**src/rtl/riscv_bus_pkg.sv**
```systemverilog
// Shared definitions for the core memory bus: widths, arbiter state encoding
// and the round-robin pick helper.
package riscv_bus_pkg;

    localparam int BUS_AW = 32;
    localparam int BUS_DW = 32;
    localparam int BUS_SW = 4;

    localparam logic [1:0] ST_IDLE  = 2'd0;
    localparam logic [1:0] ST_READ  = 2'd1;
    localparam logic [1:0] ST_WRITE = 2'd2;

    typedef enum logic [1:0] {
        IDLE  = ST_IDLE,
        READ  = ST_READ,
        WRITE = ST_WRITE
    } arb_state_t;

    typedef logic master_id_t;

    // On a tie the master that was not served last wins.
    function automatic master_id_t rr_pick(input logic [1:0] req, input master_id_t last);
        if (req == 2'b11) begin
            return ~last;
        end
        return req[1];
    endfunction

endpackage

```
**src/rtl/mem_bus_arbiter_if.sv**
```systemverilog
// Split read/write memory bus bundle. The mem_* modports omit err, which only
// exists on the master-facing side of the arbiter.
interface mem_bus_arbiter_if;
    import riscv_bus_pkg::*;

    logic              ren;
    logic [BUS_AW-1:0] raddr;
    logic              rvalid;
    logic [BUS_DW-1:0] rdata;
    logic              wen;
    logic [BUS_AW-1:0] waddr;
    logic [BUS_DW-1:0] wdata;
    logic [BUS_SW-1:0] wstrb;
    logic              wready;
    logic              err;

    modport master (
        output ren, raddr, wen, waddr, wdata, wstrb,
        input  rvalid, rdata, wready, err
    );

    modport slave (
        input  ren, raddr, wen, waddr, wdata, wstrb,
        output rvalid, rdata, wready, err
    );

    modport mem_master (
        output ren, raddr, wen, waddr, wdata, wstrb,
        input  rvalid, rdata, wready
    );

    modport mem_slave (
        input  ren, raddr, wen, waddr, wdata, wstrb,
        output rvalid, rdata, wready
    );

endinterface

```
**src/rtl/mem_bus_arbiter.sv**
```systemverilog
// Two-master round-robin arbiter with one outstanding access and a watchdog
// that completes stalled slave accesses with an error.
module mem_bus_arbiter
    import riscv_bus_pkg::*;
#(
    parameter int TIMEOUT_CYCLES = 255
) (
    input  logic                 i_clk,
    input  logic                 i_rst,
    mem_bus_arbiter_if.slave     m0,
    mem_bus_arbiter_if.slave     m1,
    mem_bus_arbiter_if.mem_master s,
    output logic [1:0]           o_grant
);

    localparam int            CW      = (TIMEOUT_CYCLES > 0) ? $clog2(TIMEOUT_CYCLES + 1) : 1;
    localparam logic [CW-1:0] TO_VAL  = CW'(TIMEOUT_CYCLES);
    localparam bit            WDOG_EN = (TIMEOUT_CYCLES > 0);

    arb_state_t    r_state;
    master_id_t    r_gnt;
    master_id_t    r_last;
    logic [CW-1:0] r_cnt;

    logic [1:0]        w_req;
    logic [1:0]        w_wreq;
    master_id_t        w_pick;
    logic              w_rd;
    logic              w_wr;
    logic              w_resp;
    logic              w_expire;
    logic              w_done;
    logic              w_sel_ren;
    logic              w_sel_wen;
    logic [BUS_AW-1:0] w_sel_raddr;
    logic [BUS_AW-1:0] w_sel_waddr;
    logic [BUS_DW-1:0] w_sel_wdata;
    logic [BUS_SW-1:0] w_sel_wstrb;
    logic              w_rvalid;
    logic              w_wready;
    logic [BUS_DW-1:0] w_rdata;

    assign w_req  = {m1.ren | m1.wen, m0.ren | m0.wen};
    assign w_wreq = {m1.wen, m0.wen};
    assign w_pick = rr_pick(w_req, r_last);

    assign w_rd = (r_state == READ);
    assign w_wr = (r_state == WRITE);

    // A slave answer always beats the watchdog in the same cycle.
    assign w_resp   = (w_rd & s.rvalid) | (w_wr & s.wready);
    assign w_expire = WDOG_EN && (w_rd | w_wr) && (r_cnt == TO_VAL) && !w_resp;
    assign w_done   = w_resp | w_expire;

    always_comb begin
        if (r_gnt) begin
            w_sel_ren   = m1.ren;
            w_sel_wen   = m1.wen;
            w_sel_raddr = m1.raddr;
            w_sel_waddr = m1.waddr;
            w_sel_wdata = m1.wdata;
            w_sel_wstrb = m1.wstrb;
        end else begin
            w_sel_ren   = m0.ren;
            w_sel_wen   = m0.wen;
            w_sel_raddr = m0.raddr;
            w_sel_waddr = m0.waddr;
            w_sel_wdata = m0.wdata;
            w_sel_wstrb = m0.wstrb;
        end
    end

    assign s.ren   = w_rd & w_sel_ren & ~w_expire;
    assign s.wen   = w_wr & w_sel_wen & ~w_expire;
    assign s.raddr = w_sel_raddr;
    assign s.waddr = w_sel_waddr;
    assign s.wdata = w_sel_wdata;
    assign s.wstrb = w_sel_wstrb;

    assign w_rvalid = w_rd & (s.rvalid | w_expire);
    assign w_wready = w_wr & (s.wready | w_expire);
    assign w_rdata  = (w_rd & s.rvalid) ? s.rdata : '0;

    // Only the owner sees completions; the other master reads all zeros.
    assign m0.rvalid = w_rvalid & ~r_gnt;
    assign m0.wready = w_wready & ~r_gnt;
    assign m0.err    = w_expire & ~r_gnt;
    assign m0.rdata  = r_gnt ? '0 : w_rdata;
    assign m1.rvalid = w_rvalid & r_gnt;
    assign m1.wready = w_wready & r_gnt;
    assign m1.err    = w_expire & r_gnt;
    assign m1.rdata  = r_gnt ? w_rdata : '0;

    assign o_grant = (r_state == IDLE) ? 2'b00 : (r_gnt ? 2'b10 : 2'b01);

    always_ff @(posedge i_clk) begin
        if (i_rst) begin
            r_state <= IDLE;
            r_gnt   <= 1'b0;
            r_last  <= 1'b1;
            r_cnt   <= '0;
        end else begin
            case (r_state)
                IDLE: begin
                    if (|w_req) begin
                        r_gnt   <= w_pick;
                        r_cnt   <= '0;
                        r_state <= w_wreq[w_pick] ? WRITE : READ;
                    end
                end
                READ, WRITE: begin
                    if (w_done) begin
                        r_state <= IDLE;
                        r_last  <= r_gnt;
                    end else begin
                        r_cnt <= r_cnt + CW'(1);
                    end
                end
                default: r_state <= IDLE;
            endcase
        end
    end

endmodule
```
**src/flat_wrapper.sv**
```systemverilog
// flat-port wrapper written by rule: the top's interface ports become plain ports
module mem_bus_arbiter_flat import riscv_bus_pkg::*;
#(
    parameter int TIMEOUT_CYCLES = 255
)
  (i_clk, i_rst, o_grant, m0_ren, m0_raddr, m0_wen, m0_waddr, m0_wdata, m0_wstrb, m0_rvalid, m0_rdata, m0_wready, m0_err, m1_ren, m1_raddr, m1_wen, m1_waddr, m1_wdata, m1_wstrb, m1_rvalid, m1_rdata, m1_wready, m1_err, s_ren, s_raddr, s_wen, s_waddr, s_wdata, s_wstrb, s_rvalid, s_rdata, s_wready);
  mem_bus_arbiter_if m0_i ();
  mem_bus_arbiter_if m1_i ();
  mem_bus_arbiter_if s_i ();
  input  logic i_clk;
  input  logic i_rst;
  output logic [1:0] o_grant;
  input wire logic [$bits(m0_i.ren)-1:0] m0_ren;
  input wire logic [$bits(m0_i.raddr)-1:0] m0_raddr;
  input wire logic [$bits(m0_i.wen)-1:0] m0_wen;
  input wire logic [$bits(m0_i.waddr)-1:0] m0_waddr;
  input wire logic [$bits(m0_i.wdata)-1:0] m0_wdata;
  input wire logic [$bits(m0_i.wstrb)-1:0] m0_wstrb;
  output wire logic [$bits(m0_i.rvalid)-1:0] m0_rvalid;
  output wire logic [$bits(m0_i.rdata)-1:0] m0_rdata;
  output wire logic [$bits(m0_i.wready)-1:0] m0_wready;
  output wire logic [$bits(m0_i.err)-1:0] m0_err;
  input wire logic [$bits(m1_i.ren)-1:0] m1_ren;
  input wire logic [$bits(m1_i.raddr)-1:0] m1_raddr;
  input wire logic [$bits(m1_i.wen)-1:0] m1_wen;
  input wire logic [$bits(m1_i.waddr)-1:0] m1_waddr;
  input wire logic [$bits(m1_i.wdata)-1:0] m1_wdata;
  input wire logic [$bits(m1_i.wstrb)-1:0] m1_wstrb;
  output wire logic [$bits(m1_i.rvalid)-1:0] m1_rvalid;
  output wire logic [$bits(m1_i.rdata)-1:0] m1_rdata;
  output wire logic [$bits(m1_i.wready)-1:0] m1_wready;
  output wire logic [$bits(m1_i.err)-1:0] m1_err;
  output wire logic [$bits(s_i.ren)-1:0] s_ren;
  output wire logic [$bits(s_i.raddr)-1:0] s_raddr;
  output wire logic [$bits(s_i.wen)-1:0] s_wen;
  output wire logic [$bits(s_i.waddr)-1:0] s_waddr;
  output wire logic [$bits(s_i.wdata)-1:0] s_wdata;
  output wire logic [$bits(s_i.wstrb)-1:0] s_wstrb;
  input wire logic [$bits(s_i.rvalid)-1:0] s_rvalid;
  input wire logic [$bits(s_i.rdata)-1:0] s_rdata;
  input wire logic [$bits(s_i.wready)-1:0] s_wready;
  assign m0_i.ren = m0_ren;
  assign m0_i.raddr = m0_raddr;
  assign m0_i.wen = m0_wen;
  assign m0_i.waddr = m0_waddr;
  assign m0_i.wdata = m0_wdata;
  assign m0_i.wstrb = m0_wstrb;
  assign m0_rvalid = m0_i.rvalid;
  assign m0_rdata = m0_i.rdata;
  assign m0_wready = m0_i.wready;
  assign m0_err = m0_i.err;
  assign m1_i.ren = m1_ren;
  assign m1_i.raddr = m1_raddr;
  assign m1_i.wen = m1_wen;
  assign m1_i.waddr = m1_waddr;
  assign m1_i.wdata = m1_wdata;
  assign m1_i.wstrb = m1_wstrb;
  assign m1_rvalid = m1_i.rvalid;
  assign m1_rdata = m1_i.rdata;
  assign m1_wready = m1_i.wready;
  assign m1_err = m1_i.err;
  assign s_ren = s_i.ren;
  assign s_raddr = s_i.raddr;
  assign s_wen = s_i.wen;
  assign s_waddr = s_i.waddr;
  assign s_wdata = s_i.wdata;
  assign s_wstrb = s_i.wstrb;
  assign s_i.rvalid = s_rvalid;
  assign s_i.rdata = s_rdata;
  assign s_i.wready = s_wready;
  mem_bus_arbiter #(.TIMEOUT_CYCLES(TIMEOUT_CYCLES)) u_core (.i_clk(i_clk), .i_rst(i_rst), .m0(m0_i), .m1(m1_i), .s(s_i), .o_grant(o_grant));
endmodule
```
**config.mk**
```make
export PLATFORM = sky130hd
export DESIGN_NAME = mem_bus_arbiter_flat
export DESIGN_NICKNAME = d
export VERILOG_FILES = /design/src/rtl/riscv_bus_pkg.sv /design/src/rtl/mem_bus_arbiter_if.sv /design/src/rtl/mem_bus_arbiter.sv /design/src/flat_wrapper.sv
export SDC_FILE = /design/constraint.sdc
export NUM_CORES = 1
export LEC_CHECK = 0
export ABC_AREA = 0
export BUFFER_PORTS_ARGS = -buffer_cell sky130_fd_sc_hd__buf_2
export CORE_AREA = 2 2 161 163
export CTS_CLUSTER_SIZE = 30
export DETAILED_ROUTE_END_ITERATION = 16
export DIE_AREA = 0 0 163 165
export GPL_ROUTABILITY_DRIVEN = 0
export SYNTH_ARGS = -nofsm -noshare
export SYNTH_HDL_FRONTEND = slang
export SYNTH_SLANG_ARGS = --single-unit
```
**constraint.sdc**
```tcl
create_clock -name i_clk -period 2.4 [get_ports i_clk]
set_clock_uncertainty 0.05 [all_clocks]
set_input_delay 0.24 -clock i_clk [delete_from_list [all_inputs] [get_ports i_clk]]
set_output_delay 0.24 -clock i_clk [all_outputs]
set_load 0.02 [all_outputs]
```
---- Word level (Yosys, flattened, before mapping) ----
Index checks and enable logic that the tools add are counted.
W data, S select, Z words.
storage, ports and cells
  bits in registers ....................... 12
  latch bits .............................. 0
  bits in writable memories ............... 0
  memory bits (read-only) ................. 0
  bits of input ports ..................... 240
  output and inout bits ................... 174
  logic and storage cells ................. 71
  memories ................................ 0
cells by class
  $add $sub $neg .......................... 1
  multiply operators ...................... 0
  divide/modulo/power cells ............... 0
  magnitude comparators ................... 1
  eq/ne operators ......................... 7
  shift-type cells ........................ 0
  mux-type cells .......................... 23
  bitwise gates (word level) .............. 24
  reductions and logical operators ........ 11
operators with widths
  cell                   count
  $mux W32               6
  $mux W8                2
  $pmux W8 S2            1
  $and A1 B1 Y1          14
  $mux W2                5
  $add A8 B1 Y8 const B  1
  $eq A8 B8 Y1 const B   1
  $mux W1                7
  $or A1 B1 Y1           7
  $reduce_and A2 Y1      3
  $eq A2 B2 Y1 const B   2
  $mux W4                1
  $ne A2 B2 Y1 const B   2
  $pmux W2 S2            1
  $reduce_or A2 Y1       2
  $not A1 Y1             3
  $reduce_and A3 Y1      1
  $eq A2 B1 Y1 const B   1
  $logic_and A1 B1 Y1    2
  $logic_not A2 Y1       1
  $lt A1 B2 Y1 const B   1
  $ne A2 B1 Y1 const B   1
  $reduce_bool A2 Y1     1
  $logic_not A1 Y1       1

---- Depth between registers and ports, before layout ----
Gate-level depths: netlist of the first run.
  depth after elaboration ................. 9
  mapped depth ............................ 7
  gate-level depth less buffers ........... 6

---- Worst setup path after synthesis of the first run ----
Ideal clock, no wire load.
  kind .................................... flip-flop to output port
  from .................................... register u_core.r_state[0]
  to ...................................... output port m0_err
  data arrival time ....................... 1.673 ns
  data required time ...................... 2.110 ns
  setup slack ............................. 0.437 ns
  stages on the path, launching flop included .. 5
  buffers on the path ..................... 0
  cells stage by stage .................... dfxtp_1 inv_1 ha_1 nand4_1 nor4_1
between the ends
  word-level cells in the longest chain between the ends .. 6
RTL lines
  item                                                 RTL line                                      text
  from (decl)                                          mem_bus_arbiter.sv:20                         arb_state_t r_state;
  from (signal assigned)                               mem_bus_arbiter.sv:108                        r_state <= w_wreq[w_pick] ? WRITE : READ;
  $eq A2 B1 Y1 / $eq A2 B2 Y1 (equally long branches)  mem_bus_arbiter.sv:47, mem_bus_arbiter.sv:48
  $and A1 B1 Y1                                        mem_bus_arbiter.sv:51                         assign w_resp = (w_rd & s.rvalid) | (w_wr & s.wready);
  $or A1 B1 Y1                                         mem_bus_arbiter.sv:51
  $logic_not A1 Y1                                     mem_bus_arbiter.sv:52                         assign w_expire = WDOG_EN && (w_rd | w_wr) && (r_cnt == TO_VAL) && !w_resp;
  $logic_and A1 B1 Y1 *                                mem_bus_arbiter.sv:52
  $and A1 B1 Y1 *                                      mem_bus_arbiter.sv:87                         assign m0.err = w_expire & ~r_gnt;
  to (decl)                                            flat_wrapper.sv:22                            output wire logic [$bits(m0_i.err)-1:0] m0_err;
Mark *: on every way between the ends. The rest lies on a longest branch, timed or not.

---- Worst setup path after layout of the first run ----
  from .................................... register u_core.r_state[1]
  to ...................................... output port m1_err
between the ends
  word-level cells in the longest chain between the ends .. 6
RTL lines
  item                                                 RTL line                                      text
  $eq A2 B1 Y1 / $eq A2 B2 Y1 (equally long branches)  mem_bus_arbiter.sv:47, mem_bus_arbiter.sv:48
  $and A1 B1 Y1                                        mem_bus_arbiter.sv:51
  $or A1 B1 Y1                                         mem_bus_arbiter.sv:51
  $logic_not A1 Y1                                     mem_bus_arbiter.sv:52
  $logic_and A1 B1 Y1 *                                mem_bus_arbiter.sv:52
  $and A1 B1 Y1 *                                      mem_bus_arbiter.sv:91                         assign m1.err = w_expire & r_gnt;
  to (decl)                                            flat_wrapper.sv:32                            output wire logic [$bits(m1_i.err)-1:0] m1_err;
Marks and branches as above.

==> reports/qor.yml, run 1 <==
outcome: "complete, no violations"
drcViolationCount: 0
start_kind: "flop"
antenna_found_initial: 6
vias: 3823
ys_ff_latch: 12
cts_sinks: 12
p_comb_share_pct: 75.9
regArea_um2: 244
port_buffers: 413
hold_path_class: "input pin to flop"
grt_pass1_wl_mm: 22.6
grt_max_degree: 68
worstPathMaxFanout: 8
post_drt_wl_per_cell_um: 17.1
layout-drive-gt1-share_pct: 76.3
ys.warnings.count: 0
min_period_over_period_pct: 97.1
cts_root_buffer: "clkbuf_16"
cp.required_ns: 2.11
synth_area_leader_cell: "mux2_2"
dr.pass1.iters: 4
yosysSeqAreaShare_pct: 9.63
multi_input_area_um2: 2140
clkSlewWorstSetupHoldPaths_ns: 0.04
design.core.area_um2: 25000
syn_inst: 293
ios: 414
path_class: "flop to output port"
cap_viol_max_count: 0
fmax_mhz: 429
rsz0062_at_grt: "true"
fillers: 2839
wl_mm: 17.6
synth_cell_types: 43
clock_path_buffers: 2
rows: 58
final.setup.tns_ns: 0
dp_cells: 1022
mostFrequentLayoutCell: "buf_2"
internal_power_uw: 1300
switching_power_uw: 1310
critical_path_arrival_ns: 2.04
final_cell_mix: "buf_2 (413), mux2_2 (100), and2_1 (64)"
setup_violations: 0
track_usage_pct: 11.5
drv_slew: 0
power_density_nw_per_um2: 515
synth_top_area_share_pct: 45.1
dpl-instance-area_um2: 4940
cts_buffers: 3
synthArstFlopShare_pct: 0
fin_area_um2: 5050
die_y_um: 165
pwr-share-clk_pct: 13.1
synth_area_leaders: "mux2_2 (45%), and2_1 (16%), dfxtp_1 (9.6%)"
synth-main-ff-cell: "dfxtp_1"
postSynthAreaPerCell_um2: 8.51
synth-edff-count: 0
via_per_inst: 3.71
htree_levels: 1
switching_share_pct: 50.2
fp.dieW_um: 163
dp_hpwl_mm: 15.9
instances_no_fill: 1030
areaGrowthSynthToFinish_pct: 103
critPathCaptureType: "output port"
fin_nets: 942
syn_nets: 537
start_util_pct: 9.97
syn_area_um2: 2490
fin_crit_ns: 2.33
drt_iter0_drc: 196
cts_tree: "done"
insertion_delay_ns: 0.24
grt_pass1_vias: 3422
relSlewSlack_pct: 69.0
power.leakage_uw: 0.00266
p_seq_share_pct: 11.0
ir_drop_mv: 0.264
drtAntennaViolNets: 0
grt.overflow.total: 0
dieArea_um2: 26900
hold_violations: 0
worst_pin_slew_ns: 0.461
==> metal layers <==
metal  up-vias  GRT usage (%)  routed length [um]
met2       163           18.5                8320
met1      1765           15.7                7560
met3        13           2.94                1590
li1       1878              -                   -
met4         4           1.85                 129
met5         -              0                  27
==> synth_stat cells, drive strengths merged (2+ instances only) <==
cell    count
a31oi       3
nor2b       2
buf        13
and4        2
clkbuf      7
o32ai       2
nor4        4
dfxtp      12
and2       64
nand2b      2
mux2i       3
mux2      100
a22oi       2
a21oi      10
ha          4
nor3        2
nor3b       2
nand2       6
nand4       3
nand3       6
o211ai      2
a211oi      2
inv         7
nor2        9
o21ai      13
==> power by group through the flow <==
stage          combinational [uW]  sequential (uW)  clock [uW]
6_report                     1980              286         341
5_1_grt                      2120              292         360
4_1_cts                      1980              285         350
3_5_place_dp                 1970              289           0
3_3_place_gp                 1950              285           0
2_1_floorplan                1250              254           0
==> sequential cells by signal, summed over array words and instances, names as in the netlist <==
name	count
u_core.r_gnt	1
u_core.r_cnt	8
u_core.r_last	1
u_core.r_state	2
==> worst paths after layout <==
kind / endpoint / cells past startpoint / startpoint / slack [ns]
worst min-delay path: u_core.r_gnt / 2 / i_rst / 0.21
worst min register to register: u_core.r_cnt[4] / 1 / u_core.r_cnt[4] / 0.45
worst max-delay path: m1_err / 6 / u_core.r_state[1] / 0.07
worst max register to register: u_core.r_cnt[5] / 7 / u_core.r_state[1] / 0.47
==> layout make-up <==
cell class	count	area share, %
sequential	12	4.83
inverter	7	0.520
tap	330	8.17
multi-input combinational	254	42.4
antenna	3	0.149
clock buffer	4	1.76
timing repair buffer	420	42.2
==> critical path, stage by stage, from the launching register on <==
cell and delay (ns):
dfxtp_1 0.33, inv_1 0.07, ha_1 0.25, a22o_1 0.30
buf_4 0.18, nor4_1 0.41, buf_2 0.25
==> timing repair <==
action,4_1_cts,5_1_grt
hold buffers,0,0
pin swaps,1,2
endpoints found under the setup margin,2,4
setup buffers,0,1
resized for setup,1,4
==> stage by stage <==
stage | worst slack, ns | power, uW | hold WS (ns) | utilization [%]
final | 0.0703 | 2600 | 0.214 | 20.2
after global routing | -0.0296 | 2770 | 0.238 | 20.2
after global placement | 0.206 | 2240 | 0.438 | 19.7
after CTS | 0.0116 | 2620 | 0.220 | 20.1
after floorplan | 0.437 | 1510 | 0.259 | -
after detailed placement | 0.187 | 2260 | 0.449 | 19.7
==> logic make-up after synthesis <==
kind of cell / count (synthesis) / synth area share [%]
muxes: 103 / 46.3
buffers and inverters: 27 / 5.02
adders and majority gates: 4 / 2.01
and+or+nand+nor: 106 / 26.1
DFF: 12 / 9.63
AOI/OAI and AO/OA: 41 / 10.9
Note: power is estimated with default switching activity, not from simulation.
==> inputs of run 2 (changes only) <==
- BUFFER_PORTS_ARGS: -buffer_cell sky130_fd_sc_hd__buf_2 -> not set
- CORE_AREA: 2 2 161 163 -> 2 2 159 161
- DIE_AREA: 0 0 163 165 -> 0 0 161 163
- DONT_BUFFER_PORTS: not set -> 1
==> run 2 against run 1 <==
Final area decreased by 39%. Cell count decreased by 39%. Worst hold slack got worse by 0.15 ns. Worst setup slack improved by 0.033 ns. Clock-buffer cell count unchanged. Power decreased by 17%. Die area decreased by 2.4%. Global-route usage increased by 0.54 points. Largest power group unchanged.
==> reports/qor.yml, run 2 (synthesis results as in run 1) <==
start_kind: "flop"
grt.met3_usage_pct: 7.41  # +4.5 points
dieArea_um2: 26200  # -2.4%
grt.overflow.total: 0  # unchanged
worstRegToRegCells: 6  # -1
path_class: "flop to output port"
insertion_delay_ns: 0.24  # about the same
critical_path_arrival_ns: 2.01  # -0.03 ns
fillers: 2810  # -1.0%
relSlewSlack_pct: 63.1  # -5.9 points
switching_share_pct: 54.6  # +4.4 points
cpMostUsedCell: "buf_4"
grt_pass1_vias: 2079  # -39%
reg2reg_slack_ns: 0.50  # +0.03 ns
largest-register: "u_core.r_cnt"
min_period_over_period_pct: 95.7  # -1.4 points
met1_usage_pct: 15.4  # -0.32 points
htree_levels: 1  # unchanged
p_comb_share_pct: 71.4  # -4.5 points
critPathCaptureType: "output port"
power.leakage_uw: 0.000956  # -64%
grt_max_degree: 81  # +19%
clock_path_buffers: 2  # unchanged
clkSlewWorstSetupHoldPaths_ns: 0.04  # about the same
drv_slew: 0  # unchanged
worstPathCellList: "inv_1, ha_2, nand4_1, buf_4, nor4_2, buf_4"
switching_power_uw: 1180  # -9.5%
grt_pass1_wl_mm: 20.7  # -8.4%
largest_register_ffs: 8  # unchanged
port_buffers: 0  # -100%
start_util_pct: 10.1  # +0.15 points
areaGrowthSynthToFinish_pct: 23.1
worst_pin_slew_ns: 0.551  # +0.0903 ns
final_cell_mix: "mux2_2 (100), and2_1 (64), buf_4 (12)"
dr.pass1.iters: 4  # unchanged
utilization_pct: 12.4  # -7.7 points
via_per_inst: 4.01  # +8.1%
fin_crit_ns: 2.30  # -0.0326 ns
outcome: "complete, no violations"
vias: 2528  # -34%
ir_drop_mv: 0.220  # -17%
crit_path_max_incr_delay_ns: 0.41  # about the same
wl_mm: 17.7  # +0.40%
multi_input_area_um2: 2160  # +0.64%
cts_tree: "done"
dp_hpwl_mm: 16.1  # +1.4%
fmax_mhz: 435  # +1.4%
timing.hold.ws_ns: 0.0631  # -0.151 ns
regArea_um2: 244  # unchanged
fp.dieW_um: 161  # -1.2%
fin_nets: 536  # -43%
mostFrequentLayoutCell: "mux2_2"
final.setup.tns_ns: 0  # unchanged
grt_use_met2_pct: 17.9  # -0.60 points
cts_buffers: 3  # unchanged
cts_sinks: 12  # unchanged
min_path_cells: 1  # -1
die_y_um: 163  # -1.2%
rows: 58  # unchanged
ios: 414  # unchanged
drcViolationCount: 0  # unchanged
antenna_found_initial: 17  # +11
internal_power_uw: 984  # -24%
design.core.area_um2: 24700  # -1.4%
worstPathMaxFanout: 8  # unchanged
layout-drive-gt1-share_pct: 43.6  # -33 points
biggestRegsByFlops: "u_core.r_cnt: 8 flops, u_core.r_state: 2 flops"
post_drt_wl_per_cell_um: 28.1  # +64%
setup_violations: 0  # unchanged
total_power_uw: 2170  # -17%
drt_iter0_drc: 139  # -29%
grt-busiest-layer: "met2"
hold_path_class: "input pin to flop"
cap_viol_max_count: 0  # unchanged
slowest_stage: "ha_2"
track_usage_pct: 12.0  # +0.54 points
pwr-share-clk_pct: 15.9  # +2.8 points
hold_violations: 0  # unchanged
drtAntennaViolNets: 0  # unchanged
cts_root_buffer: "clkbuf_16"
p_seq_share_pct: 12.7  # +1.7 points
cp.required_ns: 2.11  # about the same
power_density_nw_per_um2: 706  # +37%
-- run 2: repair_timing --
| item | CTS | global route |
|---|---|---|
| buffers inserted | 0 | 1 |
| pin swaps | 0 | 2 |
| endpoints found under the setup margin | 4 | 5 |
| hold buffers | 0 | 1 |
| endpoints found under the hold margin | 0 | 1 |
| resized for setup | 0 | 7 |
-- run 2: per-stage QoR --
step	worst slack, ns	instances	cell area [um2]
detailed placement	0.212	615	2920
floorplan	0.437	293	2490
CTS	-0.0669	619	3010
global route	-0.00660	622	3050
finish	0.103	630	3070
global placement	0.265	615	2920
-- run 2: power by group through the flow --
stage / logic (uW) / registers [uW] / clock network [uW]
2_1_floorplan: 1250 / 254 / 0
3_3_place_gp: 1530 / 277 / 0
3_5_place_dp: 1530 / 280 / 0
4_1_cts: 1540 / 277 / 349
5_1_grt: 1650 / 283 / 360
6_report: 1550 / 276 / 344
-- run 2: final cells by class --
| class | count | share of cell area [%] |
|---|---|---|
| Tap cell | 330 | 13.4 |
| Timing Repair Buffer | 14 | 3.91 |
| Clock buffer | 4 | 2.89 |
| Antenna cell | 9 | 0.733 |
| Sequential cell | 12 | 7.95 |
| Multi-Input combinational cell | 254 | 70.2 |
| Inverter | 7 | 0.856 |
-- run 2: worst paths after layout --
path	startpoint	endpoint
worst max-delay path	u_core.r_state[1]	m0_err
worst min-delay path	i_rst	u_core.r_state[1]
worst max register to register	u_core.r_state[0]	u_core.r_cnt[5]
worst min register to register	u_core.r_cnt[4]	u_core.r_cnt[4]
-- run 2: worst max-delay path, delay by kind of cell, from the launching register on --
kind | cells | cell delay [ns]
DFF | 1 | 0.33
buffers and inverters | 3 | 0.49
adders and majority gates | 1 | 0.41
and+or+nand+nor | 2 | 0.54
-- run 2: routing by layer --
metal  wire length (um)  part of all wire [%]  vias up
met4                 93                  0.53       16
li1                   -                     -     1068
met2               7610                    43      224
met3               2650                    15       25
met1               7240                    41     1195
met5                101                  0.57        -
